===== src/rtl/pwm_pkg.sv =====
// Shared types for the multi-channel PWM: counting mode and timebase direction encodings.
package pwm_pkg;

  typedef enum logic {
    PWM_EDGE   = 1'b0,
    PWM_CENTER = 1'b1
  } pwm_mode_t;

  localparam logic DIR_UP   = 1'b0;
  localparam logic DIR_DOWN = 1'b1;

endpackage


===== src/rtl/pwm_channel.sv =====
// One PWM comparator: the output is registered from (cnt < duty) and held low while the timebase is disabled.
module pwm_channel #(
  parameter int WIDTH = 8
) (
  input  logic             clk,
  input  logic             rst,
  input  logic             en,
  input  logic [WIDTH-1:0] cnt,
  input  logic [WIDTH-1:0] actDuty,
  output logic             pwmOut
);

  always_ff @(posedge clk or negedge rst) begin
    if (!rst) begin
      pwmOut <= 1'b0;
    end else begin
      pwmOut <= en && (cnt < actDuty);
    end
  end

endmodule


===== src/rtl/pwm_multi.sv =====
// Multi-channel PWM: shared edge/center-aligned timebase, double-buffered period/mode/duty
// committed at period boundaries with a one-cycle acknowledge.
module pwm_multi
  import pwm_pkg::*;
#(
  parameter int WIDTH    = 8,
  parameter int CHANNELS = 4
) (
  input  logic                      clk,
  input  logic                      rst,
  input  logic                      en,
  input  logic                      mode_in,
  input  logic [WIDTH-1:0]          period_in,
  input  logic [CHANNELS*WIDTH-1:0] duty_in,
  input  logic                      update_req,
  output logic                      update_ack,
  output logic                      period_end,
  output logic [CHANNELS-1:0]       pwm_out
);

  logic [WIDTH-1:0] cnt;
  logic [WIDTH-1:0] cntNext;
  logic             dir;
  logic             dirNext;

  pwm_mode_t        actMode;
  pwm_mode_t        shMode;
  logic [WIDTH-1:0] actPeriod;
  logic [WIDTH-1:0] shPeriod;
  logic [WIDTH-1:0] actDuty [CHANNELS];
  logic [WIDTH-1:0] shDuty  [CHANNELS];
  logic             pending;

  logic             periodEndRaw;
  logic             boundary;
  logic             commit;

  // Last counter cycle of the period. With P = 1 in center mode there is no down-count,
  // so cnt == 1 on the way up is already the final cycle.
  always_comb begin
    periodEndRaw = 1'b0;
    if (actPeriod == '0) begin
      periodEndRaw = 1'b1;
    end else if (actMode == PWM_EDGE) begin
      periodEndRaw = (cnt == actPeriod);
    end else begin
      periodEndRaw = (cnt == WIDTH'(1)) && ((dir == DIR_DOWN) || (actPeriod == WIDTH'(1)));
    end
  end

  // A disabled timebase treats every cycle as a boundary so pending updates still land.
  assign boundary   = !en || periodEndRaw;
  assign commit     = boundary && pending;
  assign period_end = rst && en && periodEndRaw;

  always_comb begin
    cntNext = cnt;
    dirNext = dir;
    if (boundary) begin
      cntNext = '0;
      dirNext = DIR_UP;
    end else if (actMode == PWM_EDGE) begin
      cntNext = cnt + WIDTH'(1);
    end else if (dir == DIR_UP) begin
      if (cnt == actPeriod) begin
        cntNext = cnt - WIDTH'(1);
        dirNext = DIR_DOWN;
      end else begin
        cntNext = cnt + WIDTH'(1);
      end
    end else begin
      cntNext = cnt - WIDTH'(1);
    end
  end

  always_ff @(posedge clk or negedge rst) begin
    if (!rst) begin
      cnt <= '0;
      dir <= DIR_UP;
    end else begin
      cnt <= cntNext;
      dir <= dirNext;
    end
  end

  // A request arriving on a commit cycle refills the shadow after the older values were taken.
  always_ff @(posedge clk or negedge rst) begin
    if (!rst) begin
      shMode   <= PWM_EDGE;
      shPeriod <= '0;
      pending  <= 1'b0;
      for (int i = 0; i < CHANNELS; i++) begin
        shDuty[i] <= '0;
      end
    end else begin
      if (update_req) begin
        shMode   <= pwm_mode_t'(mode_in);
        shPeriod <= period_in;
        for (int i = 0; i < CHANNELS; i++) begin
          shDuty[i] <= duty_in[i*WIDTH +: WIDTH];
        end
      end
      if (update_req) begin
        pending <= 1'b1;
      end else if (commit) begin
        pending <= 1'b0;
      end
    end
  end

  always_ff @(posedge clk or negedge rst) begin
    if (!rst) begin
      actMode    <= PWM_EDGE;
      actPeriod  <= '0;
      update_ack <= 1'b0;
      for (int i = 0; i < CHANNELS; i++) begin
        actDuty[i] <= '0;
      end
    end else begin
      update_ack <= commit;
      if (commit) begin
        actMode   <= shMode;
        actPeriod <= shPeriod;
        for (int i = 0; i < CHANNELS; i++) begin
          actDuty[i] <= shDuty[i];
        end
      end
    end
  end

  for (genvar g = 0; g < CHANNELS; g++) begin : genChannel
    pwm_channel #(
      .WIDTH(WIDTH)
    ) uChannel (
      .clk    (clk),
      .rst    (rst),
      .en     (en),
      .cnt    (cnt),
      .actDuty(actDuty[g]),
      .pwmOut (pwm_out[g])
    );
  end

endmodule

===== config.mk =====
export PLATFORM = sky130hd
export DESIGN_NAME = pwm_multi
export DESIGN_NICKNAME = d
export VERILOG_FILES = /design/src/rtl/pwm_pkg.sv /design/src/rtl/pwm_channel.sv /design/src/rtl/pwm_multi.sv
export SDC_FILE = /design/constraint.sdc
export NUM_CORES = 1
export LEC_CHECK = 0
export ABC_AREA = 1
export CAP_MARGIN = 20
export CORE_MARGIN = 2
export CORE_UTILIZATION = 30
export CTS_BUF_LIST = sky130_fd_sc_hd__clkbuf_8 sky130_fd_sc_hd__clkbuf_16
export DETAILED_ROUTE_END_ITERATION = 8
export PLACE_DENSITY = 0.51
export SYNTH_ARGS = -nofsm -noshare
export SYNTH_HDL_FRONTEND = slang
export SYNTH_SLANG_ARGS = --single-unit

===== constraint.sdc =====
create_clock -name clk -period 5 [get_ports clk]
set_input_delay 1.5 -clock clk [delete_from_list [all_inputs] [get_ports clk]]
set_output_delay 1.5 -clock clk [all_outputs]
set_load 0.03 [all_outputs]

==> impl_metrics.csv, run 1 <==
group,metric,value,unit
run_status,outcome,"completed",
place,dp_cells,858,
setup_path,criticalPathCategory,"in2out",
logic_synthesis,synthesis.area_per_instance,8.40,um2
logic_synthesis,synth_largest_type_area_fraction,0.473,
setup_path,end_kind,"output port",
grt,grt_use_total,0.130,
final_layout,insertedDiodeCount,0,
final_layout,fillers,1718,
setup_path,r2r.worst_path.cells,9,
die,die_x,135,um
clock_tree,tritoncts_buffers,9,
routing,drc,0,
setup_path,reg_to_reg_end,"pending",
clock_tree,hold_buffers,0,
clock_tree,cts_htree_levels,3,
logic_synthesis,warnings_from_yosys,0,
setup_path,timing.critical_path.slowest_stage_cell,"sky130_fd_sc_hd__clkdlybuf4s50_1",
clock_tree,cts_root_buffer,"sky130_fd_sc_hd__clkbuf_16",
clock_tree,cts.sink_count,97,
clock_tree,cts_repair_resize_count,0,
min_path,min_delay_worst_endpoint,"actDuty[17]",
place,place_congestion,0.837,
grt,grt_max_degree,66,
setup_path,cp_cell_sequence,"clkdlybuf4s50_1 -> nand2_1 -> a21oi_1 -> clkdlybuf4s50_1",
final_layout,footprint_of_the_multi_input_gates,0.00229,mm2
clock_tree,cts.path.max_buffers,2,
sta,finalSetupViolCount,0,
logic_synthesis,ys_ff_latch,97,
setup_path,critical_path_peak_fanout,3,
power_and_ir_drop,total_design_power,2.56,mW
routing,routed_wl,10.6,mm
sta,timing_max_transition_violations_final,0,
grt,grt_overflow_total,0,
die,design.core.area,0.0166,mm2
final_layout,regArea,0.00243,mm2
min_path,min_path_type,"reg2reg",
setup_path,timing.critical_path.required,3.50,ns
logic_synthesis,yosysSeqAreaShare,0.473,
routing,avgRoutedWirePerCell,12.2,um
setup_path,cp_num_buf_inv,2,
min_path,hold_start,"actDuty[17]",
power_and_ir_drop,ir_drop_worst_case_vdd,0.174,mV
job,maxCapViolations,0,
setup_path,worstSetupStartpointType,"primary input",
logic_synthesis,syn_inst,611,
sta,period_needed,4.45,ns
logic_synthesis,yosys-top-cells-area,"sky130_fd_sc_hd__dfrtp_1 47%, sky130_fd_sc_hd__nand2_1 20%, sky130_fd_sc_hd__ha_1 7.6%, sky130_fd_sc_hd__nand3_2 6.0%, sky130_fd_sc_hd__inv_1 3.2%",
final_layout,layout-area-overhead-vs-synth,17.6,%
setup_path,critPathTopFamily,"buffers and inverters",
clock_tree,cts.reportedPaths.clkPinSlew,0.06,ns
logic_synthesis,synth_cell_type_count,27,
place,preCtsSetupSlack,0.545,ns
die,std_cell_rows,47,
place,hpwl_dp,7.41,mm
setup_path,timing.critical_path.mode_cell,"sky130_fd_sc_hd__clkdlybuf4s50_1",
clock_tree,cts_post_setup_buffers_inserted,0,
routing,via_count,3847,
sta,timing.max_slew.rel_slack,0.454,
routing,detail_route.iter0.violations,177,
setup_path,crit_arrival,2.95,ns
power_and_ir_drop,power.leakage,3.11,nW
sta,hold_viol,0,
logic_synthesis,synth_async_sr_flop_share,1.00,
clock_tree,clkLatencyLatePin,0.34,ns
die,num_io_pins,51,
clock_tree,clock_tree_from_tritoncts,"yes",
setup_path,reg2reg_from,"cnt[2]",
setup_path,timing.critical_path.slowest_cell_delay,0.70,ns
final_layout,drive_gt1_frac,0.107,
setup_path,rrSetupSlack,2.67,ns
routing,via_per_inst,4.40,
sta,worstMarginPinSlew,0.818,ns
sta,max_freq,225,MHz
logic_synthesis,syn_nets,687,
die,floorplan.die.height,135,um
die,fp.dieArea,0.0182,mm2
logic_synthesis,synth_edf_count,0,
sta,setup_slack_of_the_critical_path_after_layout,0.548,ns
sta,timing.final.crit_share,0.890,
grt,global_route_wire_length_before_repair,19.0,mm
sta,fin_skew,0.00683,ns
logic_synthesis,yosys_most_used_dff,"sky130_fd_sc_hd__dfrtp_1",
final_layout,layoutNonFillerInstCount,874,
final_layout,nets,725,
routing,initial_drt_pass_iterations,4,
routing,drtAntennaViolNets,0,
grt,number_of_global_route_vias_before_repair,3988,
min_path,hold_path_depth,2,
sta,setup_total_negative_slack,0,ns
grt,grt_antenna_before_repair,0,
logic_synthesis,synth_area,0.00513,mm2
power_and_ir_drop,cellPowerDensity,424,mW/mm2
die,initial_utilization,0.308,
logic_synthesis,yosys.area.top_type,"sky130_fd_sc_hd__dfrtp_1",
place,port-buffer-count,50,
sta,grt_setup_unrepaired,"no",
==> cell usage in the layout (no fill, tap or decap) <==
cell type                         count
sky130_fd_sc_hd__clkinv_1             1
sky130_fd_sc_hd__clkbuf_16            9
sky130_fd_sc_hd__nor2_1              17
sky130_fd_sc_hd__nand3_4              1
sky130_fd_sc_hd__clkdlybuf4s50_1     49
sky130_fd_sc_hd__nand2_1            273
sky130_fd_sc_hd__nand2_2              2
sky130_fd_sc_hd__inv_6                1
sky130_fd_sc_hd__ha_1                31
sky130_fd_sc_hd__dfrtp_1             96
sky130_fd_sc_hd__nor2_2               4
sky130_fd_sc_hd__a21oi_1             23
sky130_fd_sc_hd__xnor2_1              3
sky130_fd_sc_hd__bufinv_16            1
sky130_fd_sc_hd__clkinvlp_4           3
sky130_fd_sc_hd__inv_2                7
sky130_fd_sc_hd__inv_1               45
sky130_fd_sc_hd__or2_2                1
sky130_fd_sc_hd__nor3_1               2
sky130_fd_sc_hd__a21oi_4              1
sky130_fd_sc_hd__buf_4                7
sky130_fd_sc_hd__o21ai_0              6
sky130_fd_sc_hd__nand3b_1             4
sky130_fd_sc_hd__clkinv_2             1
sky130_fd_sc_hd__nand3_2             31
sky130_fd_sc_hd__nand3_1             18
sky130_fd_sc_hd__dfrtp_2              1
sky130_fd_sc_hd__nand4_1              3
sky130_fd_sc_hd__a211oi_1             4
sky130_fd_sc_hd__xor2_1               9
==> flip-flops by register name, indices dropped and copies added (netlist names) <==
signal and cells:
shPeriod 8, dir 1, actMode 1, actDuty 32, shDuty 32, genChannel.uChannel.pwmOut 4
actPeriod 8, update_ack 1, cnt 8, shMode 1, pending 1
==> cells in the mapped netlist (6+ instances only) <==
| master | instances |
|---|---|
| sky130_fd_sc_hd__dfrtp_1 | 97 |
| sky130_fd_sc_hd__a21oi_1 | 23 |
| sky130_fd_sc_hd__nor2_1 | 17 |
| sky130_fd_sc_hd__nand2_1 | 273 |
| sky130_fd_sc_hd__o21ai_0 | 6 |
| sky130_fd_sc_hd__nand3_2 | 31 |
| sky130_fd_sc_hd__clkbuf_1 | 10 |
| sky130_fd_sc_hd__buf_2 | 8 |
| sky130_fd_sc_hd__xor2_1 | 9 |
| sky130_fd_sc_hd__inv_2 | 7 |
| sky130_fd_sc_hd__ha_1 | 31 |
| sky130_fd_sc_hd__buf_4 | 6 |
| sky130_fd_sc_hd__nand3_1 | 18 |
| sky130_fd_sc_hd__inv_1 | 44 |
==> area by class of cell <==
cell class	instances	share of cell area
inverters	52	0.0324
multi-input cells	433	0.380
well taps	220	0.0456
repair buffers	56	0.0900
flip-flops and latches	97	0.403
clock buffers	9	0.0373
clock inverters	7	0.0116
==> worst max-delay path by stage <==
stage | startpoint | to | slack [ns] | depth (start not counted)
3_5_place_dp | en | period_end | 0.54 | 4
4_1_cts | en | period_end | 0.54 | 4
5_1_grt | en | period_end | 0.52 | 4
2_1_floorplan | rst | period_end | 1.48 | 2
6_report | en | period_end | 0.55 | 4
3_3_place_gp | en | period_end | 0.59 | 4
==> logic make-up (layout without fill, tap and decap cells) <==
logic type | after synthesis | after routing | synth area share
compound gates | 34 | 34 | 0.0373
xor+xnor | 12 | 12 | 0.0205
flops | 97 | 97 | 0.473
buf+inv | 81 | 124 | 0.0798
simple gates | 356 | 356 | 0.314
fa+ha+maj | 31 | 31 | 0.0756
==> report_power, final <==
group          internal [mW]  switching (mW)  total, mW  leakage [nW]
sequential             0.948           0.145       1.09          1.21
combinational          0.316           0.467      0.782          1.76
clock                  0.387           0.298      0.685         0.139
total                   1.65           0.909       2.56          3.11
==> stage by stage <==
stage               utilization  hold slack (ns)  area, um2
floorplan                     -            0.442       5130
global placement          0.345            0.460       5740
detailed placement        0.345            0.462       5740
CTS                       0.362            0.479       6030
global route              0.362            0.497       6030
finish                    0.362            0.475       6030
==> worst reg2reg max path, cell delays in order (launching register included) <==
cell and delay [ns]:
sky130_fd_sc_hd__dfrtp_1 0.70, sky130_fd_sc_hd__xnor2_1 0.18, sky130_fd_sc_hd__nand2_1 0.09, sky130_fd_sc_hd__nor2_2 0.12, sky130_fd_sc_hd__nand3_2 0.12, sky130_fd_sc_hd__nand3_4 0.10, sky130_fd_sc_hd__buf_4 0.54, sky130_fd_sc_hd__inv_2 0.16
sky130_fd_sc_hd__nand2_1 0.12, sky130_fd_sc_hd__nand2_1 0.06
==> routing by layer <==
layer	vias up	wire length [um]	track usage	share of wire
met3	7	264	0.0236	0.025
met1	1813	5260	0.172	0.50
li1	1976	-	-	-
met4	0	147	0.0450	0.014
met2	51	4950	0.213	0.47
met5	-	0	0	0
Note: power is estimated with default switching activity, not from simulation.
==> run 2, diff against run 1 <==
Settings changed: CTS_BUF_LIST sky130_fd_sc_hd__clkbuf_8 sky130_fd_sc_hd__clkbuf_16 to sky130_fd_sc_hd__clkbuf_2.
==> run 2 against run 1 <==
Design area down 2.9%; largest cell class unchanged; core utilization down 1.1 points; largest power group unchanged; clock-buffer cell count up 1; die area unchanged; global-route usage down 0.18 points; via count up 0.42%; maximum frequency about the same; highest routed layer unchanged; total power down 12%.
==> impl_metrics.csv, run 2 (synthesis gave the netlist of run 1 again) <==
group,metric,value,unit
run_status,outcome,"completed",
setup_path,crit_arrival,2.95,ns
power_and_ir_drop,ir_drop_worst_case_vdd,0.118,mV
sta,hold_viol,0,
clock_tree,hold_buffers,0,
die,std_cell_rows,47,
routing,via_count,3863,
routing,routed_wl,10.6,mm
die,die_x,135,um
min_path,min_delay_worst_endpoint,"actDuty[17]",
sta,grt_setup_unrepaired,"no",
sta,timing_max_transition_violations_final,0,
setup_path,cp_cell_sequence,"clkdlybuf4s50_1 -> nand2_1 -> a21oi_1 -> clkdlybuf4s50_1",
die,floorplan.die.height,135,um
routing,initial_drt_pass_iterations,4,
sta,finalSetupViolCount,0,
final_layout,stdcell_area,0.00585,mm2
setup_path,reg2reg_from,"cnt[2]",
place,place_congestion,0.837,
clock_tree,cts_post_setup_buffers_inserted,0,
place,hpwl_dp,7.41,mm
grt,global_route_wire_length_before_repair,18.8,mm
clock_tree,cts_repair_resize_count,0,
final_layout,drive_gt1_frac,0.109,
routing,drtAntennaViolNets,0,
sta,fin_skew,0.0350,ns
die,design.core.area,0.0166,mm2
routing,avgRoutedWirePerCell,12.1,um
setup_path,critPathTopFamily,"buffers and inverters",
clock_tree,cts.sink_count,97,
min_path,hold_start,"actDuty[17]",
final_layout,layout-area-overhead-vs-synth,14.1,%
setup_path,r2r.worst_path.cells,9,
die,num_io_pins,51,
place,placed_area,0.00574,mm2
routing,drc,0,
final_layout,largestRegisters,"actDuty (32), shDuty (32)",
setup_path,timing.critical_path.required,3.50,ns
job,maxCapViolations,0,
power_and_ir_drop,power.leakage,3.03,nW
final_layout,final_cell_mix,"273 x sky130_fd_sc_hd__nand2_1, 96 x sky130_fd_sc_hd__dfrtp_1, 49 x sky130_fd_sc_hd__clkdlybuf4s50_1",
setup_path,reg_to_reg_end,"pending",
grt,grt_use_total,0.128,
power_and_ir_drop,cellPowerDensity,386,mW/mm2
setup_path,critical_path_peak_fanout,3,
die,fp.dieArea,0.0182,mm2
clock_tree,clock_tree_from_tritoncts,"yes",
sta,worstMarginPinSlew,0.815,ns
sta,period_needed,4.45,ns
grt,grt_overflow_total,0,
min_path,hold_path_depth,2,
setup_path,worstSetupStartpointType,"primary input",
clock_tree,clkLatencyLatePin,0.58,ns
setup_path,timing.critical_path.slowest_cell_delay,0.70,ns
min_path,min_path_type,"reg2reg",
setup_path,cp_num_buf_inv,2,
clock_tree,cts.reportedPaths.clkPinSlew,0.23,ns
place,port-buffer-count,50,
sta,setup_total_negative_slack,0,ns
grt,grt_max_degree,66,
sta,max_freq,225,MHz
setup_path,cp_num_cells,4,
clock_tree,cts.path.max_buffers,2,
clock_tree,cts_root_buffer,"sky130_fd_sc_hd__clkbuf_2",
setup_path,end_kind,"output port",
final_layout,nets,725,
setup_path,timing.critical_path.mode_cell,"sky130_fd_sc_hd__clkdlybuf4s50_1",
setup_path,timing.critical_path.slowest_stage_cell,"sky130_fd_sc_hd__clkdlybuf4s50_1",
sta,timing.max_slew.rel_slack,0.456,
clock_tree,tritoncts_buffers,9,
power_and_ir_drop,total_design_power,2.26,mW
die,initial_utilization,0.308,
setup_path,criticalPathCategory,"in2out",
clock_tree,cts_htree_levels,3,
setup_path,rrSetupSlack,2.68,ns
final_layout,mostFrequentLayoutCell,"sky130_fd_sc_hd__nand2_1",
grt,grt_antenna_before_repair,1,
routing,detail_route.iter0.violations,182,
routing,via_per_inst,4.41,
sta,timing.final.crit_share,0.890,
grt,number_of_global_route_vias_before_repair,3979,
run 2: cell count changes in the layout (fill, tap and decap cells not counted):
| cell | before | now |
|---|---|---|
| sky130_fd_sc_hd__diode_2 | 0 | 1 |
| sky130_fd_sc_hd__clkbuf_2 | 0 | 10 |
| sky130_fd_sc_hd__inv_1 | 45 | 44 |
| sky130_fd_sc_hd__clkbuf_16 | 9 | 0 |
run 2: power by group:
group	leakage (nW)	switching [mW]	internal, mW
logic	1.76	0.466	0.316
clock network	0.0646	0.272	0.117
registers	1.21	0.144	0.946
run 2: per-stage QoR:
stage	hold slack (ns)	setup slack, ns	std cells	util
final	0.508	0.548	875	0.352
after floorplan	0.442	1.48	611	-
after global routing	0.538	0.525	875	0.352
after global placement	0.460	0.589	858	0.345
after detailed placement	0.462	0.545	858	0.345
after CTS	0.513	0.542	874	0.352
run 2: worst max path at each step:
stage / start / to / slack, ns
2_1_floorplan: rst / period_end / 1.48
3_3_place_gp: en / period_end / 0.59
3_5_place_dp: en / period_end / 0.54
4_1_cts: en / period_end / 0.54
5_1_grt: en / period_end / 0.52
6_report: en / period_end / 0.55
run 2: worst register-to-register path: cells and delay by family (launching register included):
family        cells  cell delay, ns
simple gates      6            0.62
flops             1            0.75
xor+xnor          1            0.18
buf+inv           2            0.69
run 2: area by class of cell:
type,instances,area [um2]
antenna,1,2.50
tap,220,275
timing repair buffer,56,543
multi-input combinational,433,2290
sequential,97,2430
clock inverter,6,66.3
clock buffer,10,50.0
fill,1752,10800
inverter,52,195
run 2: layer usage:
metal / up-vias / track usage / part of all wire
li1: 1975 / - / -
met1: 1828 / 0.170 / 0.49
met2: 47 / 0.212 / 0.47
met3: 13 / 0.0158 / 0.021
met4: 0 / 0.0520 / 0.020
met5: - / 0 / 0
